`src/rtl/uart_tx_queue.sv`:
```
// Transmit FIFO feeding the uart core; optional o_level port under `UART_TXQ_LEVEL_EN.
// Latency: a word written into an empty idle queue launches (o_tx_en) one cycle after the write edge.
// Backpressure: writes while full are dropped and latch o_overflow; launches pace on i_tx_busy or a timeout.
module uart_tx_queue #(
    parameter int G_WORD_WIDTH   = 8,
    parameter int G_DEPTH_LOG2   = 4,
    parameter int G_BUSY_TIMEOUT = 16
) (
    input  logic                    i_clk,
    input  logic                    i_rst,
    input  logic                    i_wr,
    input  logic [G_WORD_WIDTH-1:0] i_wr_data,
    input  logic                    i_clr_ovf,
    input  logic                    i_tx_busy,
    output logic                    o_tx_en,
    output logic [G_WORD_WIDTH-1:0] o_tx_data,
    output logic                    o_full,
    output logic                    o_empty,
`ifdef UART_TXQ_LEVEL_EN
    output logic [G_DEPTH_LOG2:0]   o_level,
`endif
    output logic                    o_overflow
);

    localparam int DEPTH = 2 ** G_DEPTH_LOG2;
    localparam int TW    = $clog2(G_BUSY_TIMEOUT + 1);
    localparam logic [G_DEPTH_LOG2:0] FULL_CNT = (G_DEPTH_LOG2 + 1)'(DEPTH);
    localparam logic [TW-1:0]         TO_LAST  = TW'(G_BUSY_TIMEOUT - 1);

    typedef enum logic [1:0] {
        S_IDLE,
        S_LAUNCH,
        S_WAIT_BUSY,
        S_WAIT_DONE
    } state_t;

    state_t                    state, state_nxt;
    logic [G_WORD_WIDTH-1:0]   mem [DEPTH];
    logic [G_DEPTH_LOG2-1:0]   wr_ptr, rd_ptr;
    logic [G_DEPTH_LOG2:0]     count, count_nxt;
    logic [TW-1:0]             tmo_cnt;
    logic                      push, pop;

    // Full is judged on the registered flag, so a write into a full queue is dropped even if a pop frees a slot.
    assign push = i_wr && !o_full;

    always_comb begin
        state_nxt = state;
        pop       = 1'b0;
        case (state)
            S_IDLE: begin
                if (!o_empty && !i_tx_busy) begin
                    pop       = 1'b1;
                    state_nxt = S_LAUNCH;
                end
            end
            S_LAUNCH:    state_nxt = S_WAIT_BUSY;
            S_WAIT_BUSY: begin
                if (i_tx_busy)
                    state_nxt = S_WAIT_DONE;
                else if (tmo_cnt == TO_LAST)
                    state_nxt = S_IDLE;
            end
            S_WAIT_DONE: begin
                if (!i_tx_busy)
                    state_nxt = S_IDLE;
            end
            default:     state_nxt = S_IDLE;
        endcase
    end

    always_comb begin
        count_nxt = count;
        case ({push, pop})
            2'b10:   count_nxt = count + 1'b1;
            2'b01:   count_nxt = count - 1'b1;
            default: count_nxt = count;
        endcase
    end

    always_ff @(posedge i_clk) begin
        if (push)
            mem[wr_ptr] <= i_wr_data;
    end

    always_ff @(posedge i_clk) begin
        if (i_rst) begin
            wr_ptr     <= '0;
            rd_ptr     <= '0;
            count      <= '0;
            o_full     <= 1'b0;
            o_empty    <= 1'b1;
            o_overflow <= 1'b0;
        end else begin
            if (push)
                wr_ptr <= wr_ptr + 1'b1;
            if (pop)
                rd_ptr <= rd_ptr + 1'b1;
            count   <= count_nxt;
            o_full  <= (count_nxt == FULL_CNT);
            o_empty <= (count_nxt == '0);
            if (i_wr && o_full)
                o_overflow <= 1'b1;
            else if (i_clr_ovf)
                o_overflow <= 1'b0;
        end
    end

    always_ff @(posedge i_clk) begin
        if (i_rst) begin
            state     <= S_IDLE;
            tmo_cnt   <= '0;
            o_tx_en   <= 1'b0;
            o_tx_data <= '0;
        end else begin
            state   <= state_nxt;
            o_tx_en <= pop;
            if (pop)
                o_tx_data <= mem[rd_ptr];
            // A launch with no busy response is treated as sent once the timeout window closes.
            if (state == S_LAUNCH)
                tmo_cnt <= '0;
            else if (state == S_WAIT_BUSY && !i_tx_busy && tmo_cnt != TO_LAST)
                tmo_cnt <= tmo_cnt + 1'b1;
        end
    end

`ifdef UART_TXQ_LEVEL_EN
    assign o_level = count;
`endif

endmodule
```
`config.mk`:
```
export PLATFORM = sky130hd
export DESIGN_NAME = uart_tx_queue
export DESIGN_NICKNAME = d
export VERILOG_FILES = /design/src/rtl/uart_tx_queue.sv
export SDC_FILE = /design/constraint.sdc
export NUM_CORES = 1
export LEC_CHECK = 0
export CAP_MARGIN = 0
export CORE_MARGIN = 2
export CORE_UTILIZATION = 54
export DETAILED_ROUTE_END_ITERATION = 6
export GPL_TIMING_DRIVEN = 0
export HOLD_SLACK_MARGIN = 0.03
export MAX_ROUTING_LAYER = met4
export PLACE_DENSITY_LB_ADDON = 0.2
export SETUP_SLACK_MARGIN = 0.05
export SLEW_MARGIN = 20
export SYNTH_ARGS = -nofsm -noshare
export SYNTH_HDL_FRONTEND = slang
export SYNTH_SLANG_ARGS = --single-unit
```
`constraint.sdc`:
```
create_clock -name i_clk -period 2.4 [get_ports i_clk]
set_input_delay 0.36 -clock i_clk [delete_from_list [all_inputs] [get_ports i_clk]]
set_output_delay 0.36 -clock i_clk [all_outputs]
set_load 0.02 [all_outputs]
```
### Word-level counts from Yosys, hierarchy flattened

Memory sizes are Yosys's and may differ from the RTL's. A register that Yosys moved wholly into a read port is not among the register bits.
Cells that the tools add are included.

* flip-flop bits (word level): 24
* latch bits: 0
* RAM bits: 128
* memory bits (read-only): 0
* input bits: 13
* word-level logic and storage cells: 51
* memories kept: 1

* add/sub/neg operators: 5
* multipliers: 0
* divide/modulo/power cells: 0
* order comparisons: 0
* eq/ne operators: 11
* shift-type cells: 0
* mux-type cells: 12
* bitwise operators: 0
* reductions and logical operators: 13

Memory list
* mem: words 16, width 8, read ports 1, clocked after memory_dff 1, write ports 1, RTL line 38 `logic [G_WORD_WIDTH-1:0] mem [DEPTH];`

Operators with widths (number)
* 5-bit by 1-bit adder with 5-bit output, second input constant: 2
* 5-bit case mux with 2 select lines: 1
* 4-bit by 1-bit adder with 4-bit output, second input constant: 2
* 2-bit two-way mux: 4
* 2-bit case mux with 4 select lines: 1
* 2-bit equality test, second input constant: 3
* 1-bit two-way mux: 6
* 5-bit by 4-bit equality test with 1-bit output, second input constant: 1
* 5-bit equality test, second input constant: 1
* 1-bit logical AND: 5
* 5-bit logical NOT: 1
* 5-bit by 4-bit != test with 1-bit output, second input constant: 1
* 5-bit by 1-bit subtractor with 5-bit output, second input constant: 1
* 2-bit by 1-bit equality test with 1-bit output, second input constant: 2
* 2-bit != test, second input constant: 2
* 1-bit logical NOT: 3
* 3-bit != test, second input constant: 1
* 3-bit AND reduction: 1
* 2-bit logical NOT: 1
* 2-bit nonzero test: 1
* 2-bit OR reduction: 1

### Depth between registers and ports, before layout

Gate-level depths: netlist (run 1).

* depth in word-level cells: 7
* depth in mapped cells: 11
* depth with buffers taken out: 10

### Worst setup path before layout (run 1)

No wires, ideal clock.

* path kind: register -> register
* start: reg state[1]
* end: reg o_empty
* library setup time: 0.059 ns
* data arrival time: 2.410 ns
* data required time: 2.341 ns
* setup slack: -0.069 ns
* stages on the path, launching flop included: 12
* cell sequence: dfxtp_1 or4_4 buf_6 clkinv_8 nand2_1 xnor2_1 ha_1 nor4b_1 a21oi_1 a311oi_2 a2bb2oi_2 a31o_1

* word-level cells in the longest chain between the ends: 5
* elaborated cells between the ends (all ways): 6
* classes of those cells: 2 x eq/ne; 2 x mux; 2 x reduce/logical

Ends and longest elaborated chain
* start, declared: RTL line 37 `state_t state, state_nxt;`
* start signal, assigned: RTL line 116 `state <= state_nxt;`
* 2-bit logical NOT (*): RTL line 50 `case (state)`
* 1-bit two-way mux (*): RTL line 50
* 2-bit by 1-bit equality test with 1-bit output or 2-bit equality test (tied branches): RTL line 74 `case ({push, pop})`
* 5-bit case mux with 2 select lines (*): RTL line 74
* 5-bit logical NOT (*): RTL line 101 `o_empty <= (count_nxt == '0);`
* end signal, assigned: RTL line 101
* end, declared: RTL line 18 `output logic o_empty,`

Every way passes the cells marked *; elsewhere a longest branch is shown, timed or not.
A chain may end at the register's enable or synchronous reset.

### Worst setup path after layout (run 1)

* start: reg o_empty
* end: reg o_full

* word-level cells in the longest chain between the ends: 7
* elaborated cells between the ends (all ways): 8
* classes of those cells: 3 x eq/ne; 3 x mux; 2 x reduce/logical

Ends and longest elaborated chain
* 1-bit logical NOT (*): RTL line 52 `if (!o_empty && !i_tx_busy) begin`
* 1-bit logical AND (*): RTL line 52
* 1-bit two-way mux (*): RTL line 52
* 1-bit two-way mux (*): RTL line 50
* 2-bit by 1-bit equality test with 1-bit output or 2-bit equality test (tied branches): RTL line 74
* 5-bit case mux with 2 select lines (*): RTL line 74
* 5-bit equality test (*): RTL line 100 `o_full <= (count_nxt == FULL_CNT);`
* end signal, assigned: RTL line 100
* end, declared: RTL line 17 `output logic o_full,`

Marked as above.

==> results.py, run 1 <==
metrics = {
    "die": {
        "die_w_um": 113,
        "rows": 39,
        "coreArea_um2": 11500,
        "die_h_um": 113,
        "die-area_um2": 12800,
        "start_util_pct": 55.8,
        "ios": 25,
    },
    "finish": {
        "diodes": 0,
        "fin_nets": 459,
        "finalNonFillerCells": 593,
        "syn_to_final_growth_pct": 19.3,
        "layout_common_cells": "edfxtp_1, mux4_2, nor2_1",
        "fin_area_um2": 7670,
        "layout-drive-gt1-share_pct": 25.3,
        "nFillCells": 787,
        "final_common_cell": "edfxtp_1",
    },
    "clock_tree": {
        "h-tree-depth": 4,
        "cts_tree": "built",
        "numClockSinks": 160,
        "cts_max_path_buffers": 2,
        "clock_latency_ns": 0.42,
        "clkTransAtPathRegs_ns": 0.06,
        "numCtsBuffers": 17,
        "root_buffer": "clkbuf_16",
    },
    "power": {
        "irDropWorstVdd_uv": 592,
        "pwr_density_cell_nw_per_um2": 940,
        "leakagePower_nw": 2.47,
    },
    "hold_path": {
        "hold_class": "primary input to flop",
        "holdPathStages": 2,
        "min_from": "i_rst",
        "holdPathEnd": "state[1]$_SDFFE_PP0P_",
    },
    "critical_path": {
        "critPathMaxStageDelay_ns": 0.53,
        "cp_slowest_cell": "or4_4",
        "setup.worst_path.start_class": "flop",
        "reg2reg_depth": 11,
        "critical_path_class": "flop to flop",
        "regToRegEndpoint": "o_full$_SDFF_PP0_",
        "worstPathRequired_ns": 2.73,
        "cpMostUsedCell": "a21oi_2",
        "path_cells": "or4_4, buf_8, clkinv_8, nand2_8, xnor2_4, ha_4, a21oi_2, a21boi_4, o31a_1, a21oi_2, nor4bb_2",
        "arrival_ns": 2.81,
        "reg2reg_from": "o_empty$_SDFF_PP1_",
        "worstPathMaxFanout": 6,
        "worst-r2r-setup-slack_ns": -0.08,
        "end_kind": "flop",
    },
    "global_routing": {
        "gr-total-overflow": 0,
        "grt_pass1_vias": 3367,
        "grt_pass1_wl_um": 18700,
        "antenna_found_initial": 0,
        "grt_use_total_pct": 20.9,
        "grt_max_degree": 17,
    },
    "route": {
        "drtIter0Drc": 391,
        "wl_per_cell_um": 20.5,
        "drt_first_pass_iters": 7,
        "drc_errors": 3,
        "via_count": 3473,
        "wirelength_um": 12100,
        "detail-route-antenna-nets": 0,
        "vias_per_cell": 5.86,
    },
    "synth": {
        "avgSynthCellArea_um2": 16.4,
        "syn_nets": 414,
        "synth_top_area_share_pct": 59.8,
        "ys_types": 46,
        "synthCells": 392,
        "yosysWarnings": 0,
        "ys.flop_type": "edfxtp_1",
        "synth_edf_count": 128,
        "ys_top_cells_by_area": "edfxtp_1, mux4_2, dfxtp_1",
        "synthArstFlopShare_pct": 0,
        "ys_ff_latch": 160,
        "synthesis.area_um2": 6430,
        "synth-seq-area-share_pct": 69.7,
        "yosys.area.top_type": "edfxtp_1",
    },
    "placed_design": {
        "dpl-instance-area_um2": 6880,
        "place_inst": 558,
        "io_buffers": 23,
        "place.gp.congestion": 0.859,
        "dp_hpwl_um": 7860,
    },
    "sta": {
        "clock_skew_ns": 0.0111,
        "timing.final.crit_share_pct": 103,
        "relSlewSlack_pct": 51.3,
        "finalSetupViolations": 3,
        "period_needed_ns": 2.48,
        "final_hold_viol_count": 0,
        "fin_ws_ns": -0.0814,
        "rsz0062_at_grt": "true",
        "worst_slew_pin_slew_ns": 0.730,
        "fmax_mhz": 403,
        "drv_slew": 0,
    },
    "job": {
        "cap_violations": 0,
    },
    "status": {
        "status": "complete, but fails checks",
        "violations": "design-rule violations, negative setup slack",
    },
}
per-layer routing:
layer	vias to the layer above	track usage (%)	routed length, um
met4	0	8.05	232
met1	1746	28.8	5290
met3	18	5.95	752
met5	-	-	0
met2	103	30.0	5850
li1	1606	-	-
cells in the mapped netlist (6+ instances only):
| master | n |
|---|---|
| edfxtp_1 | 128 |
| clkbuf_1 | 14 |
| mux4_2 | 32 |
| nand2_1 | 16 |
| dfxtp_1 | 32 |
| nor2_1 | 42 |
| a21oi_1 | 24 |
| xor2_1 | 7 |
| ha_1 | 9 |
| a22oi_1 | 16 |
| xnor2_1 | 6 |
worst max-delay path by stage:
stage | endpoint | depth (start not counted) | startpoint | slack [ns]
after CTS | mem[3][1]$_DFFE_PP_ | 5 | i_wr | -0.07
after global placement | mem[3][0]$_DFFE_PP_ | 5 | i_wr | -0.93
after floorplan | o_empty$_SDFF_PP1_ | 11 | state[1]$_SDFFE_PP0P_ | 0.03
after detailed placement | o_empty$_SDFF_PP1_ | 12 | i_tx_busy | -0.65
after global routing | o_full$_SDFF_PP0_ | 11 | o_empty$_SDFF_PP1_ | -0.18
final | o_full$_SDFF_PP0_ | 11 | o_empty$_SDFF_PP1_ | -0.08
report_power, final:
| group | total, W | leakage (nW) | internal [W] | switching, W |
|---|---|---|---|---|
| logic | 0.00126 | 0.757 | 0.000599 | 0.000657 |
| clock network | 0.00277 | 0.297 | 0.00179 | 0.000981 |
| registers | 0.00319 | 1.42 | 0.00312 | 0.0000694 |
| total | 0.00722 | 2.47 | 0.00551 | 0.00171 |
worst max-delay path: cells and delay by family (launching register included):
family / cells / cell delay, ns
adders and majority gates: 1 / 0.20
xor gates and xnor gates: 1 / 0.16
DFF: 1 / 0.32
and+or+nand+nor: 3 / 0.80
buffers and inverters: 2 / 0.20
AOI/OAI and AO/OA: 4 / 0.70
registers in the layout (all words and copies together), names as in the netlist, 2 cells and up:
| signal | cells |
|---|---|
| count | 5 |
| state | 2 |
| tmo_cnt | 5 |
| wr_ptr | 4 |
| o_tx_data | 8 |
| rd_ptr | 4 |
| mem | 128 |
layout make-up:
type	instances	area, um2	share of cell area [%]
sequential	160	4490	58.5
multi-input combinational	202	1990	25.9
clock buffer	25	475	6.20
timing repair buffer	27	259	3.38
tap	143	179	2.33
clock inverter	7	134	1.74
buffer	23	116	1.52
inverter	6	35.0	0.457
through the flow:
stage / hold slack [ns] / TNS (ns) / utilization [%] / total power (W) / setup slack [ns]
after global routing: 0.355 / -0.494 / 66.6 / 0.00750 / -0.176
after CTS: 0.324 / -1.52 / 66.0 / 0.00724 / -0.0691
after detailed placement: 0.477 / -60.43 / 59.7 / 0.00438 / -0.648
final: 0.333 / -0.138 / 66.6 / 0.00722 / -0.0814
after floorplan: 0.458 / 0 / - / 0.00407 / 0.0341
after global placement: 0.456 / -76.06 / 59.6 / 0.00436 / -0.935
kinds of logic (layout without fill, tap and decap cells):
family,after synthesis,after routing,synth area share [%]
AO/OA/AOI/OAI,57,57,6.19
AND/OR/NAND/NOR,89,89,6.91
XOR/XNOR,13,13,1.77
multiplexers,34,34,11.5
flip-flops,160,160,69.7
buffers and inverters,30,88,2.14
adder cells (fa/ha/maj),9,9,1.75
what timing repair did:
item                                    4_1_cts  5_1_grt
buffers inserted                              4        0
pin swaps                                     4        1
gates resized for setup                      25       18
endpoints found under the setup margin      131      138
hold buffers                                  0        0
endpoints found under the hold margin         0        0
(Power assumes the default switching activity.)
==> run 2, diff against run 1 <==
--- a/config.mk
+++ b/config.mk
@@ -7,7 +7,7 @@
 export LEC_CHECK = 0
 export CAP_MARGIN = 0
 export CORE_MARGIN = 2
-export CORE_UTILIZATION = 54
+export CORE_UTILIZATION = 43
 export DETAILED_ROUTE_END_ITERATION = 6
 export GPL_TIMING_DRIVEN = 0
 export HOLD_SLACK_MARGIN = 0.03
==> results.py, run 2 (synthesis gave the netlist of run 1 again) <==
metrics = {
    "finish": {
        "regArea_um2": 4490,
        "layout_common_cells": "edfxtp_1, mux4_2, nor2_1, dfxtp_1, a21oi_1",
        "largest_register": "mem",
        "fin_area_um2": 7660,
        "multi_input_area_um2": 1960,
        "nFillCells": 1159,
        "diodes": 0,
        "layout-drive-gt1-share_pct": 26.5,
        "syn_to_final_growth_pct": 19.2,
        "top_regs": "mem: 128 flops, o_tx_data: 8 flops",
        "largest_reg_flops": 128,
        "fin_nets": 462,
        "final_util_pct": 52.5,
        "final_common_cell": "edfxtp_1",
    },
    "critical_path": {
        "arrival_ns": 2.84,
        "setup.worst_path.start_class": "flop",
        "end_kind": "flop",
        "reg2reg_depth": 11,
        "regToRegEndpoint": "o_empty$_SDFF_PP1_",
        "worst-r2r-setup-slack_ns": -0.07,
        "worstPathRequired_ns": 2.76,
        "worstPathMaxFanout": 6,
        "critical_path_class": "flop to flop",
        "reg2reg_from": "state[1]$_SDFFE_PP0P_",
    },
    "status": {
        "violations": "negative setup slack",
        "status": "complete, but fails checks",
    },
    "route": {
        "wirelength_um": 12700,
        "drtIter0Drc": 333,
        "wl_per_cell_um": 19.9,
        "via_count": 3473,
        "drc_errors": 0,
        "detail-route-antenna-nets": 0,
        "vias_per_cell": 5.45,
        "drt_first_pass_iters": 4,
    },
    "clock_tree": {
        "numCtsBuffers": 17,
        "cts_max_path_buffers": 2,
        "h-tree-depth": 4,
        "clkTransAtPathRegs_ns": 0.06,
        "clock_latency_ns": 0.42,
        "cts_tree": "built",
        "cts_hold_buf": 0,
        "numClockSinks": 160,
        "root_buffer": "clkbuf_16",
    },
    "placed_design": {
        "io_buffers": 23,
        "place.gp.congestion": 0.797,
        "dpl-instance-area_um2": 6930,
        "dp_hpwl_um": 8340,
    },
    "sta": {
        "drv_slew": 0,
        "fin_ws_ns": -0.0731,
        "clock_skew_ns": 0.00851,
        "rsz0062_at_grt": "true",
        "period_needed_ns": 2.47,
        "finalSetupViolations": 3,
        "relSlewSlack_pct": 52.2,
        "fmax_mhz": 404,
        "final_hold_viol_count": 0,
        "tns_ns": -0.155,
        "timing.final.crit_share_pct": 103,
        "worst_slew_pin_slew_ns": 0.717,
    },
    "die": {
        "coreArea_um2": 14600,
        "die_h_um": 126,
        "start_util_pct": 44.1,
        "die-area_um2": 16000,
        "rows": 44,
        "die_w_um": 126,
        "ios": 25,
    },
    "hold_path": {
        "min_from": "i_rst",
        "holdPathStages": 2,
        "holdPathEnd": "wr_ptr[1]$_SDFFE_PP0P_",
        "hold_class": "primary input to flop",
    },
    "job": {
        "cap_violations": 0,
    },
    "global_routing": {
        "grt_pass1_wl_um": 20100,
        "grt_max_degree": 17,
        "grt_use_total_pct": 17.7,
        "gr-total-overflow": 0,
        "grt_pass1_vias": 3587,
        "antenna_found_initial": 0,
    },
    "power": {
        "leakagePower_nw": 2.46,
        "pwr_density_cell_nw_per_um2": 904,
        "irDropWorstVdd_uv": 466,
        "finalPower_w": 0.00693,
    },
}
## run 2: cell count changes in the layout (fill, tap and decap cells not counted), sizes merged
cell	previous run	this run
bufinv	4	1
clkbuf	39	31
buf	13	18
inv	5	7
clkinvlp	0	2
clkinv	4	9
## run 2: power by group
group          internal, W  switching [W]
Clock              0.00142        0.00106
Sequential         0.00312      0.0000653
Combinational     0.000598       0.000660
## run 2: metrics by stage
step	worst slack, ns	hold slack [ns]	instances
after floorplan	0.0341	0.458	392
after global placement	-1.01	0.456	599
after detailed placement	-0.681	0.475	599
after CTS	-0.128	0.335	638
after global routing	-0.187	0.383	637
final	-0.0731	0.349	637
## run 2: worst max path at each step
stage                          start             endpoint  cells past startpoint
6_report       state[1]$_SDFFE_PP0P_   o_empty$_SDFF_PP1_                     11
3_3_place_gp                    i_wr  mem[3][2]$_DFFE_PP_                      5
2_1_floorplan  state[1]$_SDFFE_PP0P_   o_empty$_SDFF_PP1_                     11
3_5_place_dp               i_tx_busy   o_empty$_SDFF_PP1_                     12
4_1_cts        state[1]$_SDFFE_PP0P_   o_empty$_SDFF_PP1_                     11
5_1_grt        state[1]$_SDFFE_PP0P_   o_empty$_SDFF_PP1_                     11
## run 2: per-layer routing
layer | global-route usage, % | wire length (um) | vias to the layer above | part of all wire, %
met5 | - | 0 | - | 0
met4 | 6.14 | 255 | 0 | 2.0
met3 | 4.93 | 676 | 18 | 5.3
met2 | 26.7 | 6060 | 72 | 48
met1 | 23.3 | 5690 | 1765 | 45
li1 | - | - | 1618 | -
## run 2: area by class of cell
class	count	area share, %
multi-input combinational	202	25.6
buffer	23	1.58
clock buffer	19	5.65
clock inverter	13	1.49
sequential	160	58.5
tap	184	3.00
timing repair buffer	30	3.67
inverter	6	0.457
## run 2: critical path: stages, from the launching register on
cell,delay (ns)
dfxtp_2,0.32
or4_4,0.53
buf_8,0.15
clkinv_8,0.05
nand2_4,0.06
xnor2_4,0.14
ha_4,0.21
nor4b_2,0.23
a21oi_1,0.08
a311oi_2,0.25
a2bb2oi_2,0.23
a31o_1,0.17
## run 2: timing repair
item	CTS	global route
endpoints found under the setup margin	140	70
buffers inserted	7	0
pin swaps	6	1
endpoints found under the hold margin	0	0
resized for setup	24	17
==> run 3, diff against run 2 <==
--- a/config.mk
+++ b/config.mk
@@ -8,12 +8,15 @@
 export CAP_MARGIN = 0
 export CORE_MARGIN = 2
 export CORE_UTILIZATION = 43
+export CTS_CLUSTER_DIAMETER = 100
 export DETAILED_ROUTE_END_ITERATION = 6
 export GPL_TIMING_DRIVEN = 0
 export HOLD_SLACK_MARGIN = 0.03
 export MAX_ROUTING_LAYER = met4
 export PLACE_DENSITY_LB_ADDON = 0.2
+export RECOVER_POWER = 25
 export SETUP_SLACK_MARGIN = 0.05
+export SKIP_CTS_REPAIR_TIMING = 1
 export SLEW_MARGIN = 20
 export SYNTH_ARGS = -nofsm -noshare
 export SYNTH_HDL_FRONTEND = slang
==> results.py, run 3 (synthesis gave the netlist of run 1 again) <==
metrics = {
    "global_routing": {
        "grt_max_degree": 17,
        "antenna_found_initial": 0,
        "gr-total-overflow": 0,
        "grt_use_total_pct": 17.5,
        "grt_pass1_vias": 3545,
        "grt_pass1_wl_um": 20000,
    },
    "finish": {
        "regArea_um2": 4490,
        "diodes": 0,
        "nFillCells": 1150,
        "final_common_cell": "edfxtp_1",
        "fin_area_um2": 7690,
        "layout_common_cells": "edfxtp_1, mux4_2, nor2_1",
        "top_regs": "mem: 128 flops, o_tx_data: 8 flops",
        "layout-drive-gt1-share_pct": 27.3,
        "syn_to_final_growth_pct": 19.6,
        "largest_register": "mem",
        "multi_input_area_um2": 1950,
        "fin_nets": 467,
        "finalNonFillerCells": 642,
        "largest_reg_flops": 128,
    },
    "clock_tree": {
        "cts_max_path_buffers": 2,
        "numClockSinks": 160,
        "h-tree-depth": 4,
        "numCtsBuffers": 17,
        "clkTransAtPathRegs_ns": 0.06,
        "clock_latency_ns": 0.42,
        "root_buffer": "clkbuf_16",
        "cts_tree": "built",
    },
    "sta": {
        "period_needed_ns": 2.58,
        "worst_slew_pin_slew_ns": 0.742,
        "fin_ws_ns": -0.185,
        "drv_slew": 0,
        "rsz0062_at_grt": "true",
        "fmax_mhz": 387,
        "timing.final.crit_share_pct": 108,
        "final_hold_viol_count": 0,
        "finalSetupViolations": 3,
        "relSlewSlack_pct": 50.3,
        "clock_skew_ns": 0.00880,
    },
    "critical_path": {
        "cp_slowest_cell": "or4_4",
        "end_kind": "flop",
        "reg2reg_depth": 11,
        "worstPathRequired_ns": 2.76,
        "arrival_ns": 2.95,
        "regToRegEndpoint": "o_empty$_SDFF_PP1_",
        "worstPathMaxFanout": 6,
        "path_cells": "or4_4, buf_8, clkinv_8, nand2_4, xnor2_2, ha_4, nor4b_4, a21oi_2, a311oi_2, a2bb2oi_2, a31o_1",
        "critical_path_class": "flop to flop",
        "worst-r2r-setup-slack_ns": -0.18,
        "critPathMaxStageDelay_ns": 0.54,
        "reg2reg_from": "o_empty$_SDFF_PP1_",
        "setup.worst_path.start_class": "flop",
    },
    "placed_design": {
        "place.gp.congestion": 0.797,
        "place_inst": 599,
        "dp_slack_ns": -0.681,
        "dpl-instance-area_um2": 6930,
        "dp_hpwl_um": 8340,
        "io_buffers": 23,
    },
    "route": {
        "drc_errors": 0,
        "drt_first_pass_iters": 4,
        "via_count": 3479,
        "vias_per_cell": 5.42,
        "wirelength_um": 12800,
        "detail-route-antenna-nets": 0,
        "wl_per_cell_um": 20.0,
        "drtIter0Drc": 308,
    },
    "die": {
        "ios": 25,
        "die_h_um": 126,
        "rows": 44,
        "coreArea_um2": 14600,
        "die_w_um": 126,
        "die-area_um2": 16000,
        "start_util_pct": 44.1,
    },
    "power": {
        "pwr_density_cell_nw_per_um2": 904,
        "leakagePower_nw": 2.49,
        "irDropWorstVdd_uv": 467,
    },
    "status": {
        "violations": "negative setup slack",
        "status": "complete, but fails checks",
    },
    "hold_path": {
        "holdPathEnd": "state[0]$_SDFFE_PP0P_",
        "holdPathStages": 3,
        "hold_class": "primary input to flop",
        "min_from": "i_tx_busy",
    },
    "job": {
        "cap_violations": 0,
    },
}
## run 3: changes by cell type in the layout (fill, tap and decap cells not counted), sizes merged
cell           before  now
dlymetal6s2s        0    1
dlygate4sd2         1    0
buf                18   22
clkdlybuf4s50      22   15
clkbuf             31   32
dlygate4sd3         0    7
## run 3: worst max-delay path by stage
stage	startpoint	cells after the start	end	slack, ns
after floorplan	state[1]$_SDFFE_PP0P_	11	o_empty$_SDFF_PP1_	0.03
after global placement	i_wr	5	mem[3][2]$_DFFE_PP_	-1.01
after detailed placement	i_tx_busy	12	o_empty$_SDFF_PP1_	-0.68
after CTS	i_tx_busy	12	o_empty$_SDFF_PP1_	-0.26
after global routing	o_empty$_SDFF_PP1_	12	o_full$_SDFF_PP0_	-0.29
final	o_empty$_SDFF_PP1_	11	o_empty$_SDFF_PP1_	-0.18
## run 3: worst max-delay path, delay by kind of cell, from the launching register on
kind                     cells  cell delay (ns)
XOR/XNOR                     1             0.15
buffers and inverters        2             0.21
AND/OR/NAND/NOR              3             0.86
flip-flops                   1             0.32
adder cells (fa/ha/maj)      1             0.21
AO/OA/AOI/OAI                4             0.80
## run 3: power by group
group          total [W]  switching (W)  leakage [nW]  internal (W)
Clock            0.00250        0.00107         0.260       0.00142
Combinational    0.00127       0.000663         0.814      0.000611
Sequential       0.00319      0.0000669          1.42       0.00312
Total            0.00696        0.00180          2.49       0.00516
## run 3: layer usage
layer / share of wire, % / global-route usage [%] / wire, um / vias up
met5: 0 / - / 0 / -
met4: 1.9 / 6.27 / 249 / 0
met3: 4.5 / 4.98 / 577 / 17
met2: 48 / 26.1 / 6160 / 66
met1: 46 / 23.3 / 5860 / 1765
li1: - / - / - / 1631
## run 3: layout make-up
type / instances / area share, %
Buffer: 24 / 1.63
Tap cell: 184 / 2.99
Sequential cell: 160 / 58.4
Inverter: 6 / 0.455
Clock inverter: 13 / 1.48
Timing Repair Buffer: 34 / 4.10
Multi-Input combinational cell: 202 / 25.3
Clock buffer: 19 / 5.63
## run 3: metrics by stage
| stage | total power [W] | TNS [ns] | util (%) | hold WS (ns) |
|---|---|---|---|---|
| 6_report | 0.00696 | -0.502 | 52.7 | 0.280 |
| 4_1_cts | 0.00688 | -18.16 | 51.2 | 0.334 |
| 3_5_place_dp | 0.00440 | -75.64 | 47.5 | 0.475 |
| 2_1_floorplan | 0.00407 | 0 | - | 0.458 |
| 5_1_grt | 0.00724 | -1.12 | 52.7 | 0.307 |
| 3_3_place_gp | 0.00438 | -88.98 | 47.4 | 0.456 |
==> RTL change, RTL diff (settings of run 1) <==
The parameter `G_WORD_WIDTH` goes from 8 to 12.
--- a/src/rtl/uart_tx_queue.sv
+++ b/src/rtl/uart_tx_queue.sv
@@ -2,7 +2,7 @@
 // Latency: a word written into an empty idle queue launches (o_tx_en) one cycle after the write edge.
 // Backpressure: writes while full are dropped and latch o_overflow; launches pace on i_tx_busy or a timeout.
 module uart_tx_queue #(
-    parameter int G_WORD_WIDTH   = 8,
+    parameter int G_WORD_WIDTH   = 12,
     parameter int G_DEPTH_LOG2   = 4,
     parameter int G_BUSY_TIMEOUT = 16
 ) (
Interface: changed (resized i_wr_data and o_tx_data); port bits go from 25 to 33. No check against the original RTL was run, so the function may have changed too.
==> RTL change against run 1 <==
The run ends with negative setup slack left; maximum frequency shrank 0.86%; sequential power increased by 42%; via count increased by 40%; wire length grew 60%; setup slack worse by 0.021 ns; power rose by 46%; synthesized area grew 39%; cell count up 37%; hold slack improved by 0.10 ns; non-clock buffer count increased by 26; sequential cell count rose by 68; count of clock-buffer cells in the layout increased by 1; cell area is 41% higher; die area rose by 37%; largest cell class unchanged.
==> RTL change: results (changes against run 1) <==
{| class="wikitable"
! Metric !! Value
|-
| Buffer depth of the longest clock path || 3 (was 2)
|-
| Worst Hold Margin || 0.436 ns (was 0.333 ns)
|-
| Number of global-route vias before repair || 4999 (was 3367)
|-
| Run status || finished with violations (unchanged)
|-
| Data arrival time of the critical path || 2.95 ns (was 2.81 ns)
|-
| Placed standard-cell area || 0.00962 sq mm (was 0.00688 sq mm)
|-
| WL final || 19500 um (was 12100 um)
|-
| Synth top area cells || edfxtp_1 (65%), mux4_2 (12%), dfxtp_1 (8.1%) (was edfxtp_1 (60%), mux4_2 (11%), dfxtp_1 (10%))
|-
| Share of final-layout standard cells stronger than drive strength 1 || 26.0% (was 25.3%)
|-
| Endpoint of the worst register-to-register path || o_empty (was o_full)
|-
| Number of synthesized flops with an enable pin || 192 (was 128)
|-
| Final count of negative-setup-slack endpoints || 2 (was 3)
|-
| Tot GR Track Use || 23.1% (was 20.9%)
|-
| Placed wire-length estimate after detailed placement || 11800 um (was 7860 um)
|-
| RD Place Congestion || 0.810 (was 0.859)
|-
| Port Buffers || 32 (was 23)
|-
| Final setup margin || -0.103 ns (was -0.0814 ns)
|-
| Leakage || 3.48 nW (was 2.47 nW)
|-
| Via-per-instance ratio || 6.01 (was 5.86)
|-
| Share of synthesized area occupied by flip-flops and latches || 72.6% (was 69.7%)
|-
| Largest registers in the final layout || mem (192), o_tx_data (12) (was mem (128), o_tx_data (8))
|-
| Net count after synthesis || 529 (was 414)
|-
| Wire length of the first global-routing pass || 29600 um (was 18700 um)
|-
| Vias post-DR || 4879 (was 3473)
|-
| Count of distinct cell types in the synthesized netlist || 45 (was 46)
|-
| First-pass iteration count of the detailed router || 4 (was 7)
|-
| H-tree depth || 1 (was 4)
|-
| Number of clock buffers inserted by TritonCTS || 24 (was 17)
|-
| Failing checks || negative setup slack (was design-rule violations, negative setup slack)
|-
| Worst IR Drop VDD || 634 uV (was 592 uV)
|-
| Worst Skew || 0.00737 ns (was 0.0111 ns)
|-
| Minimum setup slack after placement || -0.753 ns (was -0.648 ns)
|-
| Gate count of the mapped netlist || 503 (was 392)
|}
## RTL change: cell types whose count changed after synthesis, sizes merged
cell | before | now
edfxtp | 128 | 192
nor3 | 6 | 5
mux4 | 32 | 48
and3 | 1 | 2
a22oi | 16 | 24
a21o | 1 | 2
a21oi | 25 | 33
a21boi | 1 | 0
clkbuf | 14 | 21
dfxtp | 32 | 36
nor2 | 42 | 46
## RTL change: per-layer routing
metal  up-vias  global-route usage (%)  routed length (um)
li1       2135                       -                   -
met1      2560                    30.0                8200
met2       145                    38.5                9780
met3        39                    3.30                 922
met4         0                    6.99                 565
met5         -                       -                   0
## RTL change: how the worst min path moves through the flow
stage | to | cells after the start | start
final | o_overflow | 3 | i_wr
after global routing | o_overflow | 3 | i_wr
after CTS | o_overflow | 3 | i_wr
after detailed placement | o_overflow | 2 | o_overflow
after global placement | o_overflow | 2 | o_overflow
after floorplan | o_full | 1 | i_rst
## RTL change: area by class of cell
cell class                      instances  area [sq um]
Clock buffer                           26           629
Clock inverter                         18           329
Timing Repair Buffer                   49           448
Buffer                                 27           141
Sequential cell                       228          6490
Tap cell                              220           275
Inverter                                6          27.5
Multi-Input combinational cell        238          2450
Fill cell                            1120          5560
## RTL change: report_power, final
group	internal [mW]	switching, mW
Clock	2.88	1.51
Combinational	0.772	0.875
Sequential	4.45	0.0796
Total	8.09	2.47
## RTL change: cell families after synthesis
kind of cell	synth area share (%)
buf+inv	1.89
flops	72.6
compound gates	5.52
mux	12.3
simple gates	5.10
fa+ha+maj	1.26
xor+xnor	1.27
## RTL change: timing repair
action	in CTS	in global routing
setup buffers	7	6
gates cloned	0	0
setup endpoints to repair	67	121
hold buffers	0	0
resized for setup	16	28
pin swaps	3	7
